File: src/rtl/e1000_tx_pkg.sv
// rtl/e1000_tx_pkg.sv - shared constants, state encoding and helpers for the e1000 TX data mover
package e1000_tx_pkg;

    // Command beat 0 fields
    localparam int CMD_LEN_LSB = 0;
    localparam int CMD_LEN_W   = 16;
    localparam int CMD_EOP_BIT = 16;

    // Status word fields
    localparam int STS_ERR_BIT   = 31;
    localparam int STS_BYTES_LSB = 0;
    localparam int STS_BYTES_W   = 16;

    // AXI constants
    localparam logic [2:0] SIZE_4B    = 3'b010;
    localparam logic [1:0] BURST_INCR = 2'b01;
    localparam logic [1:0] RESP_OKAY  = 2'b00;

    typedef enum logic [2:0] {
        ST_IDLE = 3'd0,
        ST_CMD1 = 3'd1,
        ST_ADDR = 3'd2,
        ST_DATA = 3'd3,
        ST_RPT  = 3'd4
    } tx_state_t;

    // Dword beats needed to carry len bytes: ceil(len/4)
    function automatic logic [14:0] beats_of(input logic [15:0] len);
        logic [16:0] sum;
        sum = {1'b0, len} + 17'd3;
        return sum[16:2];
    endfunction

endpackage

File: src/rtl/tx_mac_stream.sv
// rtl/tx_mac_stream.sv - TX data mover: command in, AXI3 RAM reads, MAC AXI-Stream out, status out
//
// Ports:
//   aclk, aresetn        clock, asynchronous active-low reset
//   cmd_s_*              2-beat segment command stream (beat0 LEN/EOP, beat1 start address)
//   rpt_m_*              one status word per command: [31] ERR, [15:0] bytes forwarded
//   ram_m_ar*            AXI3 read address channel to the local data RAM
//   ram_m_r*             AXI3 read data channel from the local data RAM
//   mac_m_*              frame stream to the MAC, byte 0 in [7:0]
module tx_mac_stream
    import e1000_tx_pkg::*;
#(
    parameter int DATA_RAM_DWORDS = 16384,
    parameter int MAX_BURST       = 16,
    localparam int DATA_RAM_AW    = $clog2(DATA_RAM_DWORDS) + 2
) (
    input  logic                   aclk,
    input  logic                   aresetn,

    input  logic [31:0]            cmd_s_tdata,
    input  logic                   cmd_s_tvalid,
    input  logic                   cmd_s_tlast,
    output logic                   cmd_s_tready,

    output logic [31:0]            rpt_m_tdata,
    output logic                   rpt_m_tvalid,
    output logic                   rpt_m_tlast,
    input  logic                   rpt_m_tready,

    output logic [3:0]             ram_m_arid,
    output logic [DATA_RAM_AW-1:0] ram_m_araddr,
    output logic [3:0]             ram_m_arlen,
    output logic [2:0]             ram_m_arsize,
    output logic [1:0]             ram_m_arburst,
    output logic                   ram_m_arvalid,
    input  logic                   ram_m_arready,
    input  logic [3:0]             ram_m_rid,
    input  logic [31:0]            ram_m_rdata,
    input  logic [1:0]             ram_m_rresp,
    input  logic                   ram_m_rlast,
    input  logic                   ram_m_rvalid,
    output logic                   ram_m_rready,

    output logic [31:0]            mac_m_tdata,
    output logic [3:0]             mac_m_tkeep,
    output logic                   mac_m_tvalid,
    output logic                   mac_m_tlast,
    input  logic                   mac_m_tready
);

    localparam logic [14:0] BURST_BEATS = 15'(MAX_BURST);

    tx_state_t              state, state_nxt;
    logic [15:0]            len;
    logic                   eop;
    logic [14:0]            beats;
    logic [DATA_RAM_AW-1:0] addr;
    logic                   err;
    logic [15:0]            bytes;
    logic                   run;

    logic                   cmd_xfer;
    logic                   beat_xfer;
    logic                   final_beat;
    logic                   cmd_bad;

    logic                   unused_ok;
    assign unused_ok = ^{ram_m_rid, cmd_s_tdata};

    assign cmd_xfer   = cmd_s_tvalid && cmd_s_tready;
    assign beat_xfer  = (state == ST_DATA) && ram_m_rvalid && mac_m_tready;
    assign final_beat = (beats == 15'd1);
    // Zero length, or a non-final segment that is not a whole number of dwords
    assign cmd_bad    = (len == 16'd0) || (!eop && (len[1:0] != 2'b00));

    // run holds ready low during reset and the first cycle after it
    assign cmd_s_tready  = run && ((state == ST_IDLE) || (state == ST_CMD1));

    assign rpt_m_tvalid  = (state == ST_RPT);
    assign rpt_m_tlast   = rpt_m_tvalid;
    assign rpt_m_tdata   = {err, 15'd0, bytes};

    assign ram_m_arid    = 4'd0;
    assign ram_m_arsize  = SIZE_4B;
    assign ram_m_arburst = BURST_INCR;
    assign ram_m_araddr  = addr;
    assign ram_m_arvalid = (state == ST_ADDR);
    assign ram_m_arlen   = (beats >= BURST_BEATS) ? 4'(MAX_BURST - 1) : 4'(beats - 15'd1);

    // Zero-latency data pass-through while in DATA
    assign ram_m_rready  = (state == ST_DATA) && mac_m_tready;
    assign mac_m_tvalid  = (state == ST_DATA) && ram_m_rvalid;
    assign mac_m_tdata   = ram_m_rdata;
    assign mac_m_tlast   = (state == ST_DATA) && eop && final_beat;

    always_comb begin
        mac_m_tkeep = 4'b1111;
        if (mac_m_tlast) begin
            case (len[1:0])
                2'd1:    mac_m_tkeep = 4'b0001;
                2'd2:    mac_m_tkeep = 4'b0011;
                2'd3:    mac_m_tkeep = 4'b0111;
                default: mac_m_tkeep = 4'b1111;
            endcase
        end
    end

    always_comb begin
        state_nxt = state;
        case (state)
            ST_IDLE: if (cmd_xfer) state_nxt = cmd_s_tlast ? ST_RPT : ST_CMD1;
            ST_CMD1: if (cmd_xfer) state_nxt = cmd_bad ? ST_RPT : ST_ADDR;
            ST_ADDR: if (ram_m_arready) state_nxt = ST_DATA;
            ST_DATA: begin
                if (beat_xfer) begin
                    if (final_beat)       state_nxt = ST_RPT;
                    else if (ram_m_rlast) state_nxt = ST_ADDR;
                end
            end
            ST_RPT:  if (rpt_m_tready) state_nxt = ST_IDLE;
            default: state_nxt = ST_IDLE;
        endcase
    end

    always_ff @(posedge aclk or negedge aresetn) begin
        if (!aresetn) begin
            state <= ST_IDLE;
            len   <= '0;
            eop   <= 1'b0;
            beats <= '0;
            addr  <= '0;
            err   <= 1'b0;
            bytes <= '0;
            run   <= 1'b0;
        end else begin
            state <= state_nxt;
            run   <= 1'b1;
            case (state)
                ST_IDLE: begin
                    if (cmd_xfer) begin
                        len <= cmd_s_tdata[CMD_LEN_LSB +: CMD_LEN_W];
                        eop <= cmd_s_tdata[CMD_EOP_BIT];
                        if (cmd_s_tlast) err <= 1'b1;
                    end
                end
                ST_CMD1: begin
                    if (cmd_xfer) begin
                        addr  <= {cmd_s_tdata[DATA_RAM_AW-1:2], 2'b00};
                        beats <= beats_of(len);
                        if (cmd_bad) err   <= 1'b1;
                        else         bytes <= len;
                    end
                end
                ST_DATA: begin
                    if (beat_xfer) begin
                        beats <= beats - 15'd1;
                        addr  <= addr + DATA_RAM_AW'(4);
                        if (ram_m_rresp != RESP_OKAY) err <= 1'b1;
                    end
                end
                ST_RPT: begin
                    if (rpt_m_tready) begin
                        err   <= 1'b0;
                        bytes <= '0;
                    end
                end
                default: ;
            endcase
        end
    end

endmodule

File: config.mk
export PLATFORM = sky130hd
export DESIGN_NAME = tx_mac_stream
export DESIGN_NICKNAME = d
export VERILOG_FILES = /design/src/rtl/e1000_tx_pkg.sv /design/src/rtl/tx_mac_stream.sv
export SDC_FILE = /design/constraint.sdc
export NUM_CORES = 1
export LEC_CHECK = 0
export CAP_MARGIN = 15
export CORE_ASPECT_RATIO = 0.5
export CORE_MARGIN = 3
export CORE_UTILIZATION = 43
export DETAILED_ROUTE_END_ITERATION = 12
export PLACE_DENSITY_LB_ADDON = 0.12
export REMOVE_ABC_BUFFERS = 1
export SETUP_SLACK_MARGIN = 0.4
export SYNTH_ARGS = -nofsm -noshare
export SYNTH_HDL_FRONTEND = slang
export SYNTH_SLANG_ARGS = --single-unit
File: constraint.sdc
create_clock -name aclk -period 2.7 [get_ports aclk]
set_input_delay 0.27 -clock aclk [delete_from_list [all_inputs] [get_ports aclk]]
set_output_delay 0.27 -clock aclk [all_outputs]
set_load 0.05 [all_outputs]
======== After elaboration in Yosys (flattened, before gate mapping) ========
Cells that the tools add are included.
storage, ports and cells
  logic and storage cells ................. 84
  register bits ........................... 69
  input port bits ......................... 79
  output and inout bits ................... 104
cells by class
  muxes and demuxes ....................... 31
  reduce and logical (&&, ||, !) cells .... 23
  add/sub/neg operators ................... 3
  equal/unequal tests ..................... 18
  $lt $le $gt $ge ......................... 1
operator list
  kind                     number
  $mux W16                 5
  $pmux W16 S2             2
  $mux W15                 2
  $pmux W15 S2             1
  $mux W3                  9
  $add A16 B2 Y17 const B  1
  $add A16 B3 Y16 const B  1
  $logic_not A16 Y1        1
  $eq A15 B1 Y1 const B    1
  $ge A15 B5 Y1 const B    1
  $pmux W3 S5              1
  $sub A15 B1 Y15 const B  1
  $ne A2 B2 Y1 const B     6
  $pmux W4 S3              1
  $logic_and A1 B1 Y1      8
  $mux W4                  2
  $reduce_and A8 Y1        1
  $reduce_bool A2 Y1       4
  $mux W1                  7
  $eq A3 B2 Y1 const B     2
  $ne A2 B1 Y1 const B     3
  $reduce_and A6 Y1        1
  $eq A2 B2 Y1 const B     2
  $pmux W1 S4              1
  other kinds (11)         12

======== Depth between registers and ports, before layout ========
  depth after elaboration ................. 6
  mapped depth ............................ 8
  gate-level depth less buffers ........... 7

======== Least setup slack after synthesis ========
OpenSTA, ideal clock, no wires.
  path kind ............................... register -> output
  from .................................... register beats[1]
  to ...................................... output mac_m_tkeep[3]
  setup slack ............................. 0.433 ns
  required time ........................... 2.430 ns
  arrival time ............................ 1.997 ns
  path buffers ............................ 0
  stages on the path, launching flop included .. 7
  cell sequence ........................... dfrtp_1 > inv_1 > ha_1 > nor4b_1 > and4_1 > and3_1 > nand2b_1
on the way
  longest elaborated chain between the ends .. 3
ends and longest elaborated chain
  what                      line                  RTL
  start: declaration        tx_mac_stream.sv:56   logic [14:0] beats;
  start signal: assignment  tx_mac_stream.sv:149  beats <= beats_of(len);
  start signal: assignment  tx_mac_stream.sv:156  beats <= beats - 15'd1;
  $eq A15 B1 Y1             tx_mac_stream.sv:72   assign final_beat = (beats == 15'd1);
  $logic_and A1 B1 Y1       tx_mac_stream.sv:94   assign mac_m_tlast = (state == ST_DATA) && eop && final_beat;
  net mac_m_tlast           tx_mac_stream.sv:47   output logic mac_m_tlast,
  $mux W4                   tx_mac_stream.sv:98   if (mac_m_tlast) begin
  end: declaration          tx_mac_stream.sv:45   output logic [3:0] mac_m_tkeep,
The timed path passes the listed nets, and every way through them passes these cells.

======== Final worst setup path ========
  from .................................... register beats[1]
  to ...................................... output mac_m_tkeep[1]
on the way
  longest elaborated chain between the ends .. 3
ends and longest elaborated chain
  what                 line
  $eq A15 B1 Y1        tx_mac_stream.sv:72
  $logic_and A1 B1 Y1  tx_mac_stream.sv:94
  $mux W4              tx_mac_stream.sv:98
No other way between the ends.

==> results.md <==
* Synth Area in Compound Gates at 0.1975
* Largest net degree at the start of global routing at 36
* CP startpoint kind: flip-flop
* Worst Clk Skew at 0.004888 ns
* Top-count cell post-synth: dfrtp_1
* Synth Area in Adders at 0.01771
* Core Footprint at 0.009129 mm2
* Number of H-tree levels at 3
* Number of CTS-inserted buffers at 9
* Diode count at 0
* Synth top area cells: dfrtp_1, buf_4, a21oi_1
* Fillers at 841
* Capture point of the worst path: mac_m_tkeep[1]
* Boundary Pins at 183
* Commonest cells post-synth: dfrtp_1, buf_4, nand2_1
* Synthesis-stage register bit count at 67
* Number of I/O port buffers at 72
* Worst hold path type: input port to async pin
* Max-slew violations at 0
* Initial core utilization at 0.4644
* Leak pwr at 2.190 nW
* GP Congestion at between 0.8 and 0.9
* Die area at 0.01116 mm2
* Routed WL at 11,760 um
* Required @ worst endpoint at about 2.4 ns
* Antenna-violating nets left at 0
* Area growth from synthesis to layout at 19.86%
* Main synth FF type: dfrtp_1
* Total power at 4.475 mW
* CP Data Arrival Time at 1.90 ns
* Via density at about 5.6
* Die Ht at 76.21 um
* Xor and xnor area share after synthesis at 0.02686
* Mapped Area at 0.004239 mm2
* Post-synthesis simple-gate area fraction at 0.1594
* Max Cap Viol at 0
* Num Clock Sinks at 67
* Root buffer cell: clkbuf_16
* Largest family of logic cells by synthesized area: compound AO/OA/AOI/OAI gates
* Latest clock arrival within the worst-skew pair at approximately 0.33 ns
* Initial antenna violation count at 0
* Routed wire length per instance at about 19 um
* Starting DRT DRC Count at 279
* Critical Setup Path Class: flip-flop to output pin
* Final Hold Fails at 0
* Worst r2r src: len[1]$_DFFE_PN0P_
* Fmax at 460.8 MHz
* Number of global-route vias before repair at 3,342
* Area occupied by multi-input gates at 0.002056 mm2
* Mux share of post-synthesis cell area at 0.05254
* R2r setup slk at 0.57 ns
* DPL Wire Length at 8672 um
* Netlist cell types at 61
* Synth warn at 0
* Depth of the worst register-to-register path at 8
* Reg2reg end: state[1]$_DFFE_PN0P_
* Top-area cell type share of the netlist area at 0.3955
* Layout Cells excl Fill at 633
* Site Rows at 24
* Post-synthesis async set-or-reset flop share at 1.000
* CP startpoint: beats[1]$_DFFE_PN0P_
* Pre-CTS setup slack at 0.3734 ns
* Clk slew on worst S/H paths at 0.05 ns
* Via count at 3,569
* Worst slew pin tran at 0.6151 ns
* Pre-antenna DRT Iters at 5
* Total Routing Usage GR at 0.2121
* Post-Layout Inst Area at 0.005081 mm2
* Storage element area at 0.001679 mm2
* Cell count after synthesis at roughly 460
* EDFF count, synth at 0
* CP Max Fanout at 4
* Chip width at 146.4 um
* Crit. End Element: output pin
* CTS tree: yes
* Max_slew headroom at 0.5898
* Worst-case clock buffer depth at 2
* GRT overflow at 0
* RSZ-0062 raised after global routing: false
* First-pass GRT wire length at 18,760 um
* WHS at 0.4148 ns
* Peak VDD IR at approximately 690 uV
* Fin crit share at 0.8038
* Setup ws final at 0.5299 ns
* Post-synthesis sequential area ratio at 0.3955
* DP Cell Count at 617
* Avg Synthesized Cell Area at 9.156 um2
* Status: finished clean
* Final #Nets at 585
* Share of post-route cells with drive strength above 1 at 0.1332
* Crit path time final at 2.170 ns
* Area of placed instances at 0.004768 mm2
* Pwr dens at 880.8 mW/mm2
* Post-route DRC violation count at 0
* Final setup fails at 0
* Synth area leader: dfrtp_1
## registers in the layout, indices dropped and copies added, names as in the netlist
register      flops
len              16
beats            15
err               1
eop               1
ram_m_araddr     14
state             3
run               1
bytes            16
## per-layer routing
layer  up-vias  wire length (um)  global-route usage
met4         2                55             0.04034
met1      1712              5777              0.3063
li1       1656                 -                   -
met2       189              4551              0.2748
met3        10              1344              0.1147
met5         -                32             0.02273
## worst min path at each step
stage / from / to / slack [ns] / depth (start not counted)
2_1_floorplan: aresetn / beats[0]$_DFFE_PN0P_ / -0.03 / 0
3_3_place_gp: aresetn / ram_m_araddr[11]$_DFFE_PN0P_ / 0.24 / 1
3_5_place_dp: aresetn / ram_m_araddr[11]$_DFFE_PN0P_ / 0.24 / 1
4_1_cts: aresetn / ram_m_araddr[11]$_DFFE_PN0P_ / 0.42 / 2
5_1_grt: aresetn / ram_m_araddr[11]$_DFFE_PN0P_ / 0.45 / 2
6_report: aresetn / ram_m_araddr[13]$_DFFE_PN0P_ / 0.41 / 2
## report_power, final
part / internal (mW) / leakage (nW) / switching, mW
clock: 0.726 / 0.141 / 0.414
combinational: 0.681 / 1.21 / 1.19
sequential: 1.19 / 0.840 / 0.273
total: 2.60 / 2.19 / 1.88
## kinds of logic (layout without fill, tap and decap cells)
family | count (synthesis) | in the layout
AND/OR/NAND/NOR | 132 | 132
AO/OA/AOI/OAI | 125 | 125
buffers and inverters | 98 | 112
flip-flops | 67 | 67
multiplexers | 20 | 20
XOR/XNOR | 13 | 13
adder cells (fa/ha/maj) | 6 | 6
other | 2 | 28
## cell type report
| cell class | instances | share of cell area |
|---|---|---|
| sequential | 67 | 0.3305 |
| tap | 130 | 0.03201 |
| inverter | 11 | 0.008126 |
| timing repair buffer | 87 | 0.1692 |
| clock inverter | 3 | 0.007880 |
| multi-input combinational | 324 | 0.4046 |
| clock buffer | 11 | 0.04777 |
## through the flow
stage | TNS, ns | utilization
after global placement | 0 | 0.5223
final | 0 | 0.5566
after floorplan | -0.4222 | -
after CTS | 0 | 0.5561
after global routing | 0 | 0.5566
after detailed placement | 0 | 0.5223
## worst max-delay path: stages, from the launching register on
cell	delay (ns)
dfrtp_1	0.39
inv_1	0.10
ha_1	0.15
nor4b_2	0.18
and4_2	0.28
and3_4	0.23
nand2_1	0.06
buf_4	0.18
## cell usage in the layout (no fill, tap or decap), drive strengths merged, types with 6 or more instances in the layout
master	n
nand4	8
nor3	15
clkdlybuf4s50	57
conb	28
inv	11
nor2	23
buf	22
mux2	18
xnor2	9
nand2	37
dfrtp	67
nand3	15
clkbuf	14
a22o	16
ha	6
o22ai	9
a21oi	34
nor4	8
o21ai	29
## what timing repair did
| item | in CTS | in global routing |
|---|---|---|
| hold buffers | 1 | 0 |
| resized for setup | 12 | 11 |
| endpoints found under the hold margin | 16 | 0 |
| setup buffers | 1 | 0 |
| pin swaps | 1 | 1 |
| setup endpoints to repair | 10 | 8 |
No activity file was read; power rests on OpenSTA's default activity.
